==> config.mk <==
export PLATFORM = sky130hd
export DESIGN_NAME = cpu_dma_rx_reader
export DESIGN_NICKNAME = d
export VERILOG_FILES = /design/src/rtl/cpu_dma_pkg.sv /design/src/rtl/dma_out_reg.sv /design/src/rtl/cpu_dma_rx_reader.sv
export SDC_FILE = /design/constraint.sdc
export NUM_CORES = 1
export LEC_CHECK = 0
export ABC_AREA = 1
export ABC_CLOCK_PERIOD_IN_PS = 2500
export BUFFER_PORTS_ARGS = -buffer_cell sky130_fd_sc_hd__buf_2
export CAP_MARGIN = 20
export CORE_ASPECT_RATIO = 0.8
export CORE_UTILIZATION = 47
export DETAILED_ROUTE_END_ITERATION = 10
export GPL_TIMING_DRIVEN = 0
export PLACE_DENSITY_LB_ADDON = 0.15
export SLEW_MARGIN = 0
export SYNTH_ARGS = -nofsm -noshare
export SYNTH_HDL_FRONTEND = slang
export SYNTH_SLANG_ARGS = --single-unit
export TNS_END_PERCENT = 10
==> constraint.sdc <==
create_clock -name clk -period 2.5 [get_ports clk]
set_clock_uncertainty 0.15 [all_clocks]
set_input_delay 0.125 -clock clk [delete_from_list [all_inputs] [get_ports clk]]
set_output_delay 0.125 -clock clk [all_outputs]
set_load 0.005 [all_outputs]
==> src/rtl/cpu_dma_pkg.sv <==
// Shared types for the CPU DMA rx reader: FSM encoding, length width and the
// last-word ctrl decode used by the byte counter.
package cpu_dma_pkg;

    localparam int unsigned LEN_WIDTH = 12;

    typedef enum logic [1:0] {
        IDLE    = 2'd0,
        XFER    = 2'd1,
        HOLDOFF = 2'd2
    } state_t;

    typedef struct packed {
        logic [2:0] bytes;
        logic       bad;
    } last_info_t;

    // One-hot ctrl gives the valid byte count of the last word; anything else is malformed.
    function automatic last_info_t last_word_info(input logic [3:0] ctrl);
        last_info_t info;
        info.bad = 1'b0;
        case (ctrl)
            4'b0001: info.bytes = 3'd1;
            4'b0010: info.bytes = 3'd2;
            4'b0100: info.bytes = 3'd3;
            4'b1000: info.bytes = 3'd4;
            default: begin
                info.bytes = 3'd4;
                info.bad   = 1'b1;
            end
        endcase
        return info;
    endfunction

    function automatic logic [LEN_WIDTH-1:0] sat_add(input logic [LEN_WIDTH-1:0] a,
                                                     input logic [2:0]           b);
        logic [LEN_WIDTH:0] sum;
        sum = {1'b0, a} + (LEN_WIDTH+1)'(b);
        return sum[LEN_WIDTH] ? {LEN_WIDTH{1'b1}} : sum[LEN_WIDTH-1:0];
    endfunction

endpackage

==> src/rtl/dma_out_reg.sv <==
// Single-entry output register: a load captures the word and raises valid,
// an accept without a load drops valid, otherwise everything holds.
module dma_out_reg #(
    parameter int unsigned WIDTH = 36
) (
    input  logic             clk,
    input  logic             reset,
    input  logic             load,
    input  logic             ready,
    input  logic [WIDTH-1:0] load_data,
    output logic [WIDTH-1:0] data,
    output logic             valid
);

    always_ff @(posedge clk) begin
        if (reset) begin
            data  <= '0;
            valid <= 1'b0;
        end else if (load) begin
            data  <= load_data;
            valid <= 1'b1;
        end else if (ready) begin
            valid <= 1'b0;
        end
    end

endmodule

==> src/rtl/cpu_dma_rx_reader.sv <==
// Drains complete packets from the CPU rx queue into a valid/ready stream and
// reports per-packet byte length, error flag and a running packet count.
module cpu_dma_rx_reader
    import cpu_dma_pkg::*;
#(
    parameter int unsigned DMA_DATA_WIDTH = 32,
    parameter int unsigned DMA_CTRL_WIDTH = DMA_DATA_WIDTH / 8,
    parameter int unsigned MAX_PKT_BYTES  = 2048
) (
    input  logic                      clk,
    input  logic                      reset,
    input  logic                      cpu_q_dma_pkt_avail,
    output logic                      cpu_q_dma_rd,
    input  logic [DMA_DATA_WIDTH-1:0] cpu_q_dma_rd_data,
    input  logic [DMA_CTRL_WIDTH-1:0] cpu_q_dma_rd_ctrl,
    input  logic                      rx_enable,
    output logic [DMA_DATA_WIDTH-1:0] dma_rx_data,
    output logic [DMA_CTRL_WIDTH-1:0] dma_rx_ctrl,
    output logic                      dma_rx_valid,
    input  logic                      dma_rx_ready,
    output logic                      pkt_done,
    output logic [LEN_WIDTH-1:0]      pkt_len_bytes,
    output logic                      pkt_err,
    output logic [31:0]               pkt_count
);

    localparam int unsigned OUT_WIDTH = DMA_DATA_WIDTH + DMA_CTRL_WIDTH;

    state_t               state;
    state_t               state_next;
    logic                 hold_cnt;
    logic [LEN_WIDTH-1:0] byte_cnt;
    logic [LEN_WIDTH-1:0] final_len;
    logic                 last_pop;
    logic                 ctrl_high_bad;
    last_info_t           info;
    logic [OUT_WIDTH-1:0] out_word;

    // Next state and pop strobe; pops only in XFER when the output slot frees up.
    always_comb begin
        state_next   = state;
        cpu_q_dma_rd = 1'b0;
        case (state)
            IDLE: begin
                if (rx_enable && cpu_q_dma_pkt_avail) begin
                    state_next = XFER;
                end
            end
            XFER: begin
                cpu_q_dma_rd = !dma_rx_valid || dma_rx_ready;
                if (cpu_q_dma_rd && (|cpu_q_dma_rd_ctrl)) begin
                    state_next = HOLDOFF;
                end
            end
            HOLDOFF: begin
                if (hold_cnt) begin
                    state_next = IDLE;
                end
            end
            default: state_next = IDLE;
        endcase
    end

    always_ff @(posedge clk) begin
        if (reset) begin
            state <= IDLE;
        end else begin
            state <= state_next;
        end
    end

    assign last_pop      = cpu_q_dma_rd && (|cpu_q_dma_rd_ctrl);
    assign info          = last_word_info(4'(cpu_q_dma_rd_ctrl));
    assign ctrl_high_bad = |(cpu_q_dma_rd_ctrl >> 4);
    assign final_len     = sat_add(byte_cnt, info.bytes);

    // Byte accounting and completion report; the report is latched at the last pop,
    // independent of when the consumer takes the last word.
    always_ff @(posedge clk) begin
        if (reset) begin
            hold_cnt      <= 1'b0;
            byte_cnt      <= '0;
            pkt_done      <= 1'b0;
            pkt_len_bytes <= '0;
            pkt_err       <= 1'b0;
            pkt_count     <= '0;
        end else begin
            hold_cnt <= (state == HOLDOFF) ? ~hold_cnt : 1'b0;
            pkt_done <= last_pop;
            if (last_pop) begin
                byte_cnt      <= '0;
                pkt_len_bytes <= final_len;
                pkt_err       <= info.bad || ctrl_high_bad || (32'(final_len) > MAX_PKT_BYTES);
                pkt_count     <= pkt_count + 32'd1;
            end else if (cpu_q_dma_rd) begin
                byte_cnt <= sat_add(byte_cnt, 3'd4);
            end
        end
    end

    dma_out_reg #(
        .WIDTH(OUT_WIDTH)
    ) u_out_reg (
        .clk      (clk),
        .reset    (reset),
        .load     (cpu_q_dma_rd),
        .ready    (dma_rx_ready),
        .load_data({cpu_q_dma_rd_ctrl, cpu_q_dma_rd_data}),
        .data     (out_word),
        .valid    (dma_rx_valid)
    );

    assign dma_rx_data = out_word[DMA_DATA_WIDTH-1:0];
    assign dma_rx_ctrl = out_word[OUT_WIDTH-1:DMA_DATA_WIDTH];

endmodule

==> flow_metrics.py, run 1 <==
metrics = {
    "status": {
        "run_status": "finished, final reports clean",
    },
    "floorplan": {
        "num_io_pins": 125,
        "rows": 32,
        "die_area_mm2": 0.0105,
        "die_h_um": 92.0,
        "initial_utilization_pct": 48.9,
        "core_mm2": 0.00973,
        "die_x_um": 114,
    },
    "worst_setup_path": {
        "arrival_ns": 2.43,
        "crit_path_max_incr_delay_ns": 0.37,
        "cp-end-kind": "flip-flop",
        "cp_num_buf_inv": 0,
        "crit_fanout": 10,
        "cpLargestDelayFamily": "simple AND/OR/NAND/NOR gates",
        "required_ns": 2.59,
        "critPathKind": "flip-flop to flip-flop",
        "crit_path_top_delay_cell": "fa_2",
        "critPathLaunchType": "flip-flop",
        "cp_cell_sequence": "ha_1 -> fa_2 -> nand3_1 -> nand2_2 -> nand3_4 -> nand3_1 -> nor2_1 -> nand2_1 -> nor2_1 -> nand3_1 -> nand2_1 -> nand2_1",
    },
    "final_layout": {
        "mostFrequentLayoutCells": "151 x nand2_1, 133 x buf_2, 127 x nor2_1",
        "final_area_mm2": 0.00626,
        "drive_gt1_share_pct": 21.7,
        "fillerInstances": 857,
        "n_antenna_cell": 0,
        "layout_commonest_cell": "nand2_1",
        "fin_cells": 1005,
        "area_delta_synth_final_pct": 31.7,
        "fin_nets": 911,
    },
    "placed_design": {
        "gp_congestion": 0.937,
        "io_buffer_count": 124,
        "dp_hpwl_mm": 9.98,
        "place_worst_setup_slack_ns": -0.126,
        "place_area_mm2": 0.00555,
        "dpl.cell_count": 948,
    },
    "clock_network": {
        "htree_levels": 3,
        "root_buffer": "clkbuf_16",
        "clock-sinks": 97,
        "clk_latency_ns": 0.34,
        "cts_tree": "yes",
        "ctsLongestPathBuffers": 2,
        "cts_buffers": 9,
        "cts.reportedPaths.clkPinSlew_ns": 0.07,
    },
    "grt": {
        "gr-usage-all-layers_pct": 27.2,
        "grt_pass1_wl_mm": 22.4,
        "overflow": 0,
        "grt_max_degree": 16,
        "first_global_vias": 4670,
        "antenna_found_initial": 0,
    },
    "sta": {
        "worst_pin_slew_ns": 0.668,
        "slew_headroom_pct": 55.5,
        "clock.fmax_mhz": 427,
        "finalSetupViolCount": 0,
        "final.min_clock_period_ns": 2.34,
        "layout_setup_ws_ns": 0.160,
        "hold_viol": 0,
        "period_share_pct": 93.6,
        "final_max_slew_viol_count": 0,
    },
    "synth": {
        "synth_edf_count": 0,
        "yosysSeqAreaShare_pct": 40.8,
        "avgSynthCellArea_um2": 6.91,
        "syn_inst": 688,
        "synth_ff_type": "dfxtp_1",
        "netlist_area_mm2": 0.00476,
        "synthesis.nets": 735,
        "yosysTopAreaCellShare_pct": 40.8,
        "synth_top_cell_by_area": "dfxtp_1",
        "ys_ff_latch": 97,
        "synth.distinct_cells": 36,
        "yosys_warnings": 0,
        "async_flop_share_pct": 0,
        "synthTopCellsByArea": "dfxtp_1 41%, nand2_1 12%, nor2_1 10%",
    },
    "routing": {
        "first_iter_violations": 340,
        "wl_per_cell_um": 13.9,
        "via_per_inst": 5.06,
        "vias": 5087,
        "wl_mm": 14.0,
        "drc": 0,
        "first_pass_iters": 5,
        "ant_nets": 0,
    },
    "power_and_ir_drop": {
        "total_power_uw": 3310,
        "power.leakage_uw": 0.00281,
        "peakVddDrop_mv": 0.440,
        "power.density_mw_per_mm2": 529,
    },
    "worst_hold_path": {
        "hold_class": "primary input to flip-flop",
    },
    "run": {
        "max_cap_violations": 0,
    },
}
cell type report:
cell class	instances	area (um^2)	area share [%]
Clock inverter	4	52.6	0.839
Clock buffer	12	246	3.94
Sequential cell	97	1940	31.0
Multi-Input combinational cell	502	2470	39.5
Buffer	22	105	1.68
Inverter	67	251	4.02
Timing Repair Buffer	165	1020	16.3
Tap cell	136	170	2.72
path summary, 6_finish.rpt:
kind	depth (start not counted)	slack [ns]	to	start
worst max-delay path	12	0.16	pkt_err	byte_cnt[0]
worst min-delay path	3	0.06	pkt_done	reset
worst max register to register	12	0.16	pkt_err	byte_cnt[0]
worst min register to register	2	0.31	pkt_len_bytes[11]	pkt_len_bytes[11]
Yosys cell counts, types with 2 or more instances:
cell type	n
nand2_2	2
o21ai_0	53
nor2_8	2
a21oi_1	40
nor2_1	127
nand2_1	152
nor2_4	3
clkbuf_1	11
nand3_1	36
buf_2	9
inv_2	8
xor2_1	11
or2_2	3
clkinv_1	2
inv_1	57
nand4_1	5
nor3_1	20
a22o_1	7
nor3_2	6
nand3b_1	3
nor2_2	4
ha_1	5
o21ai_1	5
a31oi_1	6
dfxtp_1	97
nand3_2	2
xnor2_1	3
worst min-delay path: stages:
cell and delay [ns]:
buf_2 0.13, nor2_2 0.05, buf_4 0.17
flip-flops by register name, indices dropped and copies added (netlist names):
signal / flops
u_out_reg.data: 36
pkt_count: 32
pkt_len_bytes: 12
byte_cnt: 11
state: 2
hold_cnt: 1
pkt_done: 1
pkt_err: 1
u_out_reg.valid: 1
through the flow:
step                util, %  hold WS (ns)  setup TNS, ns
detailed placement     57.0         0.203         -0.126
global placement       57.0         0.198        -0.0719
finish                 64.4        0.0587              0
global route           64.4        0.0692       -0.00131
CTS                    63.9        0.0518              0
floorplan                 -         0.110              0
repair_timing:
item	CTS	global route
setup buffers	0	4
setup endpoints to repair	0	2
hold buffers	37	0
gates resized for setup	0	4
endpoints found under the hold margin	37	0
power by group:
part | internal (uW) | switching [uW] | leakage [uW] | total, uW
Clock | 804 | 592 | 0.000135 | 1400
Sequential | 1590 | 25.2 | 0.000786 | 1610
Combinational | 137 | 166 | 0.00189 | 303
metal layers:
layer	part of all wire (%)	vias up	track usage, %
li1	-	2565	-
met1	48	2308	37.3
met2	44	200	43.1
met3	7.3	14	6.28
met4	0.89	0	6.60
met5	0	-	0
cells by family after synthesis:
logic type / share of synthesized area [%]
simple gates: 34.7
compound gates: 12.7
flops: 40.8
buf+inv: 7.50
xor+xnor: 2.58
fa+ha+maj: 1.74
No activity file was read; power rests on OpenSTA's default activity.
==> inputs of run 2 (changes only) <==
Settings changed: ABC_AREA 1 to 0.
==> run 2 against run 1 <==
Against the previous run:
- fmax shrank 5.5%
- core utilization grew 2.2 points
- flip-flop and latch count is the same
- synthesized cell count shrank 23%
- cell area shrank 7.8%
- routed wire length shrank 11%
- highest routed layer unchanged
==> flow_metrics.py, run 2 <==
metrics = {
    "final_layout": {
        "largest_register": "u_out_reg.data",
        "n_antenna_cell": 0,
        "fin_nets": 749,
        "largest_reg_flops": 36,
        "drive_gt1_share_pct": 22.3,
        "area_delta_synth_final_pct": 34.6,
        "fin_cells": 819,
        "layout_commonest_cell": "buf_2",
        "mostFrequentLayoutCells": "127 x buf_2, 103 x nand2_1, 97 x dfxtp_1",
        "reg_top3": "u_out_reg.data x36, pkt_count x32, pkt_len_bytes x12",
        "fin_util_pct": 66.6,
    },
    "clock_network": {
        "clock-sinks": 97,
        "ctsLongestPathBuffers": 2,
        "cts.reportedPaths.clkPinSlew_ns": 0.07,
        "clk_latency_ns": 0.34,
        "cts_tree": "yes",
        "root_buffer": "clkbuf_16",
        "postCtsSetupRepairBufs": 0,
        "htree_levels": 3,
        "cts_buffers": 9,
    },
    "power_and_ir_drop": {
        "power.leakage_uw": 0.00232,
        "power.density_mw_per_mm2": 592,
        "peakVddDrop_mv": 0.446,
    },
    "floorplan": {
        "die_x_um": 109,
        "die_area_mm2": 0.00952,
        "core_mm2": 0.00867,
        "rows": 30,
        "num_io_pins": 125,
        "die_h_um": 87.5,
        "initial_utilization_pct": 49.5,
    },
    "sta": {
        "final.min_clock_period_ns": 2.48,
        "period_share_pct": 99.1,
        "clock.fmax_mhz": 404,
        "slew_headroom_pct": 59.7,
        "hold_viol": 0,
        "finalSetupViolCount": 0,
        "final_max_slew_viol_count": 0,
        "worst_pin_slew_ns": 0.600,
        "rsz0062_at_grt": "true",
    },
    "run": {
        "max_cap_violations": 0,
    },
    "routing": {
        "first_pass_iters": 6,
        "via_per_inst": 5.53,
        "vias": 4527,
        "wl_mm": 12.4,
        "wl_per_cell_um": 15.2,
        "drc": 0,
        "first_iter_violations": 269,
        "ant_nets": 0,
    },
    "status": {
        "run_status": "finished, final reports clean",
    },
    "grt": {
        "first_global_vias": 4064,
        "overflow": 0,
        "grt_max_degree": 17,
        "antenna_found_initial": 0,
        "gr-usage-all-layers_pct": 26.5,
        "grt_pass1_wl_mm": 19.5,
    },
    "synth": {
        "netlist_area_mm2": 0.00429,
        "syn_inst": 527,
        "ys_top_cells_by_count": "103 x nand2_1, 97 x dfxtp_1, 78 x a21oi_1",
        "synth_top_cell_by_area": "dfxtp_1",
        "synthTopCellsByArea": "dfxtp_1 45%, a21oi_1 9.1%, nand2_1 9.0%",
        "synth_ff_type": "dfxtp_1",
        "synth.distinct_cells": 50,
        "avgSynthCellArea_um2": 8.14,
        "yosysTopAreaCellShare_pct": 45.3,
        "synthesis.nets": 574,
        "synth_edf_count": 0,
        "async_flop_share_pct": 0,
        "yosysMostFrequentCell": "nand2_1",
        "yosys_warnings": 0,
        "ys_ff_latch": 97,
        "yosysSeqAreaShare_pct": 45.3,
    },
    "placed_design": {
        "dp_hpwl_mm": 8.17,
        "io_buffer_count": 123,
        "dpl.cell_count": 762,
        "gp_congestion": 0.902,
    },
    "worst_setup_path": {
        "arrival_ns": 2.53,
        "required_ns": 2.56,
        "cp-end-kind": "flip-flop",
        "critPathLaunchType": "flip-flop",
        "critPathKind": "flip-flop to flip-flop",
        "crit_fanout": 6,
    },
    "worst_hold_path": {
        "hold_class": "flip-flop to flip-flop",
    },
}
run 2: cell types whose count changed in the layout (fill, tap and decap cells not counted), sizes merged, moves of 22 or more:
cell	before	now
nor2	136	31
nand2	154	103
inv	65	15
o21ai	58	16
a21oi	40	78
nand3	38	16
run 2: layout make-up:
| type | instances | area [um^2] |
|---|---|---|
| Sequential cell | 97 | 1940 |
| Fill cell | 762 | 2900 |
| Tap cell | 112 | 140 |
| Buffer | 32 | 149 |
| Clock buffer | 10 | 229 |
| Multi-Input combinational cell | 385 | 2170 |
| Clock inverter | 6 | 66.3 |
| Timing Repair Buffer | 164 | 1030 |
| Inverter | 13 | 48.8 |
run 2: metrics by stage:
step                      instance area (um^2)  setup TNS [ns]  hold slack, ns  power, uW  setup slack (ns)
after floorplan                           4290               0          0.0535       1850             0.141
after global placement                    5050           -1.83           0.213       1990            -0.282
after detailed placement                  5050           -2.15           0.215       1990            -0.308
after CTS                                 5760               0           0.251       3420            0.0702
after global routing                      5770         -0.0756           0.279       3550           -0.0756
final                                     5770               0           0.266       3420            0.0231
run 2: kinds of logic after synthesis:
logic type / after synthesis / synth area share [%]
fa+ha+maj: 6 / 1.92
simple gates: 228 / 26.3
xor+xnor: 25 / 5.10
mux: 2 / 0.496
flops: 97 / 45.3
compound gates: 124 / 16.4
buf+inv: 45 / 4.58
run 2: timing repair:
item,in CTS,in global routing
hold buffers,41,0
pin swaps,0,1
cloned,0,0
setup endpoints to repair,9,12
resized for setup,2,3
hold endpoints to repair,40,0
run 2: worst max-delay path: stages, from the launching register on:
cell	delay (ns)
dfxtp_1	0.43
ha_1	0.35
a21oi_1	0.47
a21oi_1	0.20
or4_1	0.45
a32oi_1	0.20
a22oi_1	0.09
run 2: metal layers:
layer  GRT usage (%)  part of all wire (%)
met5               0                     0
met4            8.35                   2.2
met3            6.43                   7.3
met2            44.3                    46
met1            33.7                    45
run 2: worst paths after layout:
path | startpoint | to | slack (ns) | cells past startpoint
min | hold_cnt | hold_cnt | 0.27 | 1
max reg2reg | byte_cnt[2] | pkt_err | 0.02 | 6
max | byte_cnt[2] | pkt_err | 0.02 | 6
min reg2reg | hold_cnt | hold_cnt | 0.27 | 1
run 2: power by group:
group	leakage (uW)	internal, uW	switching [uW]
clock network	0.000147	782	607
registers	0.000785	1600	31.5
logic	0.00139	177	218
==> inputs of run 3 (changes only) <==
Settings changed: ABC_CLOCK_PERIOD_IN_PS 2500 to 2700, CELL_PAD_IN_SITES_DETAIL_PLACEMENT set to 0, CELL_PAD_IN_SITES_GLOBAL_PLACEMENT set to 2, CORE_UTILIZATION 47 to 29, RECOVER_POWER set to 50.
Clock period 2.5 ns to 2.7 ns, I/O delays scaled along.
==> run 3 against run 2 <==
Against the previous run:
- flip-flop and latch count did not move
- combinational power down 11%
- sequential share of layout area about the same
- via count fell by 4.9%
- clock-buffer cell count grew 3
- critical endpoint unchanged
- clock power is 6% lower
- die area increased by 61%
- routed wire length up 4.8%
- first-iteration DRC count decreased by 47%
- largest power group unchanged
- final cell count grew 8.9%
- critical path depth stayed put
- cell area about the same
==> flow_metrics.py, run 3 (same netlist as run 2, synthesis figures left out) <==
metrics = {
    "worst_hold_path": {
        "min_from": "hold_cnt",
        "hold_class": "flip-flop to flip-flop",
    },
    "power_and_ir_drop": {
        "p_sw_share_pct": 24.8,
        "pwr-share-seq_pct": 47.8,
        "p_switching_uw": 783,
        "clkPwrFrac_pct": 41.1,
        "intPower_uw": 2380,
        "peakVddDrop_mv": 0.348,
        "power.leakage_uw": 0.00210,
        "combinationalPowerShare_pct": 11.1,
        "total_power_uw": 3160,
        "power.density_mw_per_mm2": 548,
    },
    "grt": {
        "grt_use_met3_pct": 5.85,
        "overflow": 0,
        "grt_util_met1_pct": 24.3,
        "gr-usage-all-layers_pct": 17.7,
        "antenna_found_initial": 2,
        "grt_max_degree": 15,
        "grt_pass1_wl_mm": 21.0,
        "grt.busiest_layer": "met2",
        "first_global_vias": 4081,
        "gr-usage-met2_pct": 26.2,
    },
    "sta": {
        "period_share_pct": 90.8,
        "slew_headroom_pct": 59.1,
        "clock.fmax_mhz": 408,
        "worst_pin_slew_ns": 0.614,
        "final_max_slew_viol_count": 0,
        "rsz0062_at_grt": "false",
        "finalSetupViolCount": 0,
        "hold_viol": 0,
        "final.min_clock_period_ns": 2.45,
    },
    "clock_network": {
        "root_buffer": "clkbuf_16",
        "ctsLongestPathBuffers": 2,
        "clock-sinks": 97,
        "cts.reportedPaths.clkPinSlew_ns": 0.07,
        "cts_tree": "yes",
        "cts_buffers": 9,
        "htree_levels": 3,
        "clk_latency_ns": 0.35,
    },
    "routing": {
        "wl_mm": 13.0,
        "vias": 4306,
        "wl_per_cell_um": 14.6,
        "via_per_inst": 4.83,
        "first_iter_violations": 142,
        "ant_nets": 0,
        "first_pass_iters": 4,
        "drc": 0,
    },
    "worst_setup_path": {
        "cp_num_buf_inv": 1,
        "crit_path_top_delay_cell": "mux2_2",
        "regToRegStartpoint": "byte_cnt[5]",
        "crit_path_max_incr_delay_ns": 0.40,
        "arrival_ns": 2.52,
        "cpLargestDelayFamily": "simple AND/OR/NAND/NOR gates",
        "cp-end-kind": "flip-flop",
        "cp_cell_sequence": "clkbuf_1 -> nand4_1 -> nor4b_1 -> mux2_2 -> nor4_1 -> a22oi_1",
        "critPathKind": "flip-flop to flip-flop",
        "crit_start": "byte_cnt[5]",
        "critPathLaunchType": "flip-flop",
        "crit_fanout": 9,
        "required_ns": 2.77,
    },
    "final_layout": {
        "largest_register": "u_out_reg.data",
        "area_delta_synth_final_pct": 34.5,
        "fin_nets": 749,
        "fin_cells": 892,
        "reg_top3": "u_out_reg.data x36, pkt_count x32, pkt_len_bytes x12",
        "mostFrequentLayoutCells": "103 x nand2_1, 97 x dfxtp_1, 78 x buf_2",
        "fillerInstances": 1501,
        "drive_gt1_share_pct": 14.7,
        "layout_commonest_cell": "nand2_1",
        "largest_reg_flops": 36,
    },
    "floorplan": {
        "core_mm2": 0.0143,
        "die_area_mm2": 0.0153,
        "rows": 39,
        "num_io_pins": 125,
        "initial_utilization_pct": 29.9,
        "die_x_um": 138,
        "die_h_um": 111,
    },
    "placed_design": {
        "io_buffer_count": 123,
        "dp_hpwl_mm": 9.45,
        "gp_congestion": 0.856,
        "dpl.cell_count": 834,
    },
    "run": {
        "max_cap_violations": 0,
    },
    "status": {
        "run_status": "finished, final reports clean",
    },
}
-- run 3: cell count changes in the layout (fill, tap and decap cells not counted), moves of 2 or more --
cell / delta
clkbuf_1: +50
buf_2: -49
buf_1: +2
inv_6: -2
-- run 3: layout make-up --
class	count	area [um^2]	share of cell area [%]
inverters	13	48.8	0.846
plain buffers	32	148	2.56
diodes	1	2.50	0.0434
repair buffers	164	965	16.7
multi-input cells	385	2140	37.2
clock buffers	13	250	4.34
flip-flops and latches	97	1940	33.7
well taps	184	230	3.99
clock inverters	3	40.0	0.694
-- run 3: what timing repair did --
item                                   CTS  global route
hold buffers                            41             0
setup buffers                            0             0
resized for setup                        0             2
endpoints found under the hold margin   40             0
setup endpoints to repair                0             9
-- run 3: power groups by stage --
stage                     Sequential [uW]  Combinational [uW]  Clock, uW
after floorplan                      1540                 171          0
after global placement               1540                 312          0
after detailed placement             1540                 316          0
after CTS                            1510                 364       1350
after global routing                 1520                 393       1410
final                                1510                 351       1300
-- run 3: path summary, 6_finish.rpt --
kind              endpoint  slack (ns)  cells after the start
setup / recovery   pkt_err        0.25                      6
hold / removal    hold_cnt        0.26                      1
setup reg to reg   pkt_err        0.25                      6
hold reg to reg   hold_cnt        0.26                      1
-- run 3: per-layer routing --
metal	share of wire (%)	routed length [um]
met1	49	6420
met2	42	5480
met3	7.4	963
met4	1.3	172
met5	0.10	13
-- run 3: stage by stage --
step | hold slack, ns | setup WS [ns] | utilization [%] | setup TNS [ns] | instance area, um^2
3_5_place_dp | 0.232 | -0.136 | 35.8 | -0.260 | 5140
5_1_grt | 0.281 | 0.0672 | 40.2 | 0 | 5770
3_3_place_gp | 0.225 | -0.109 | 35.8 | -0.226 | 5140
4_1_cts | 0.253 | 0.0138 | 40.7 | 0 | 5840
2_1_floorplan | 0.0635 | 0.331 | - | 0 | 4290
6_report | 0.258 | 0.250 | 40.2 | 0 | 5770
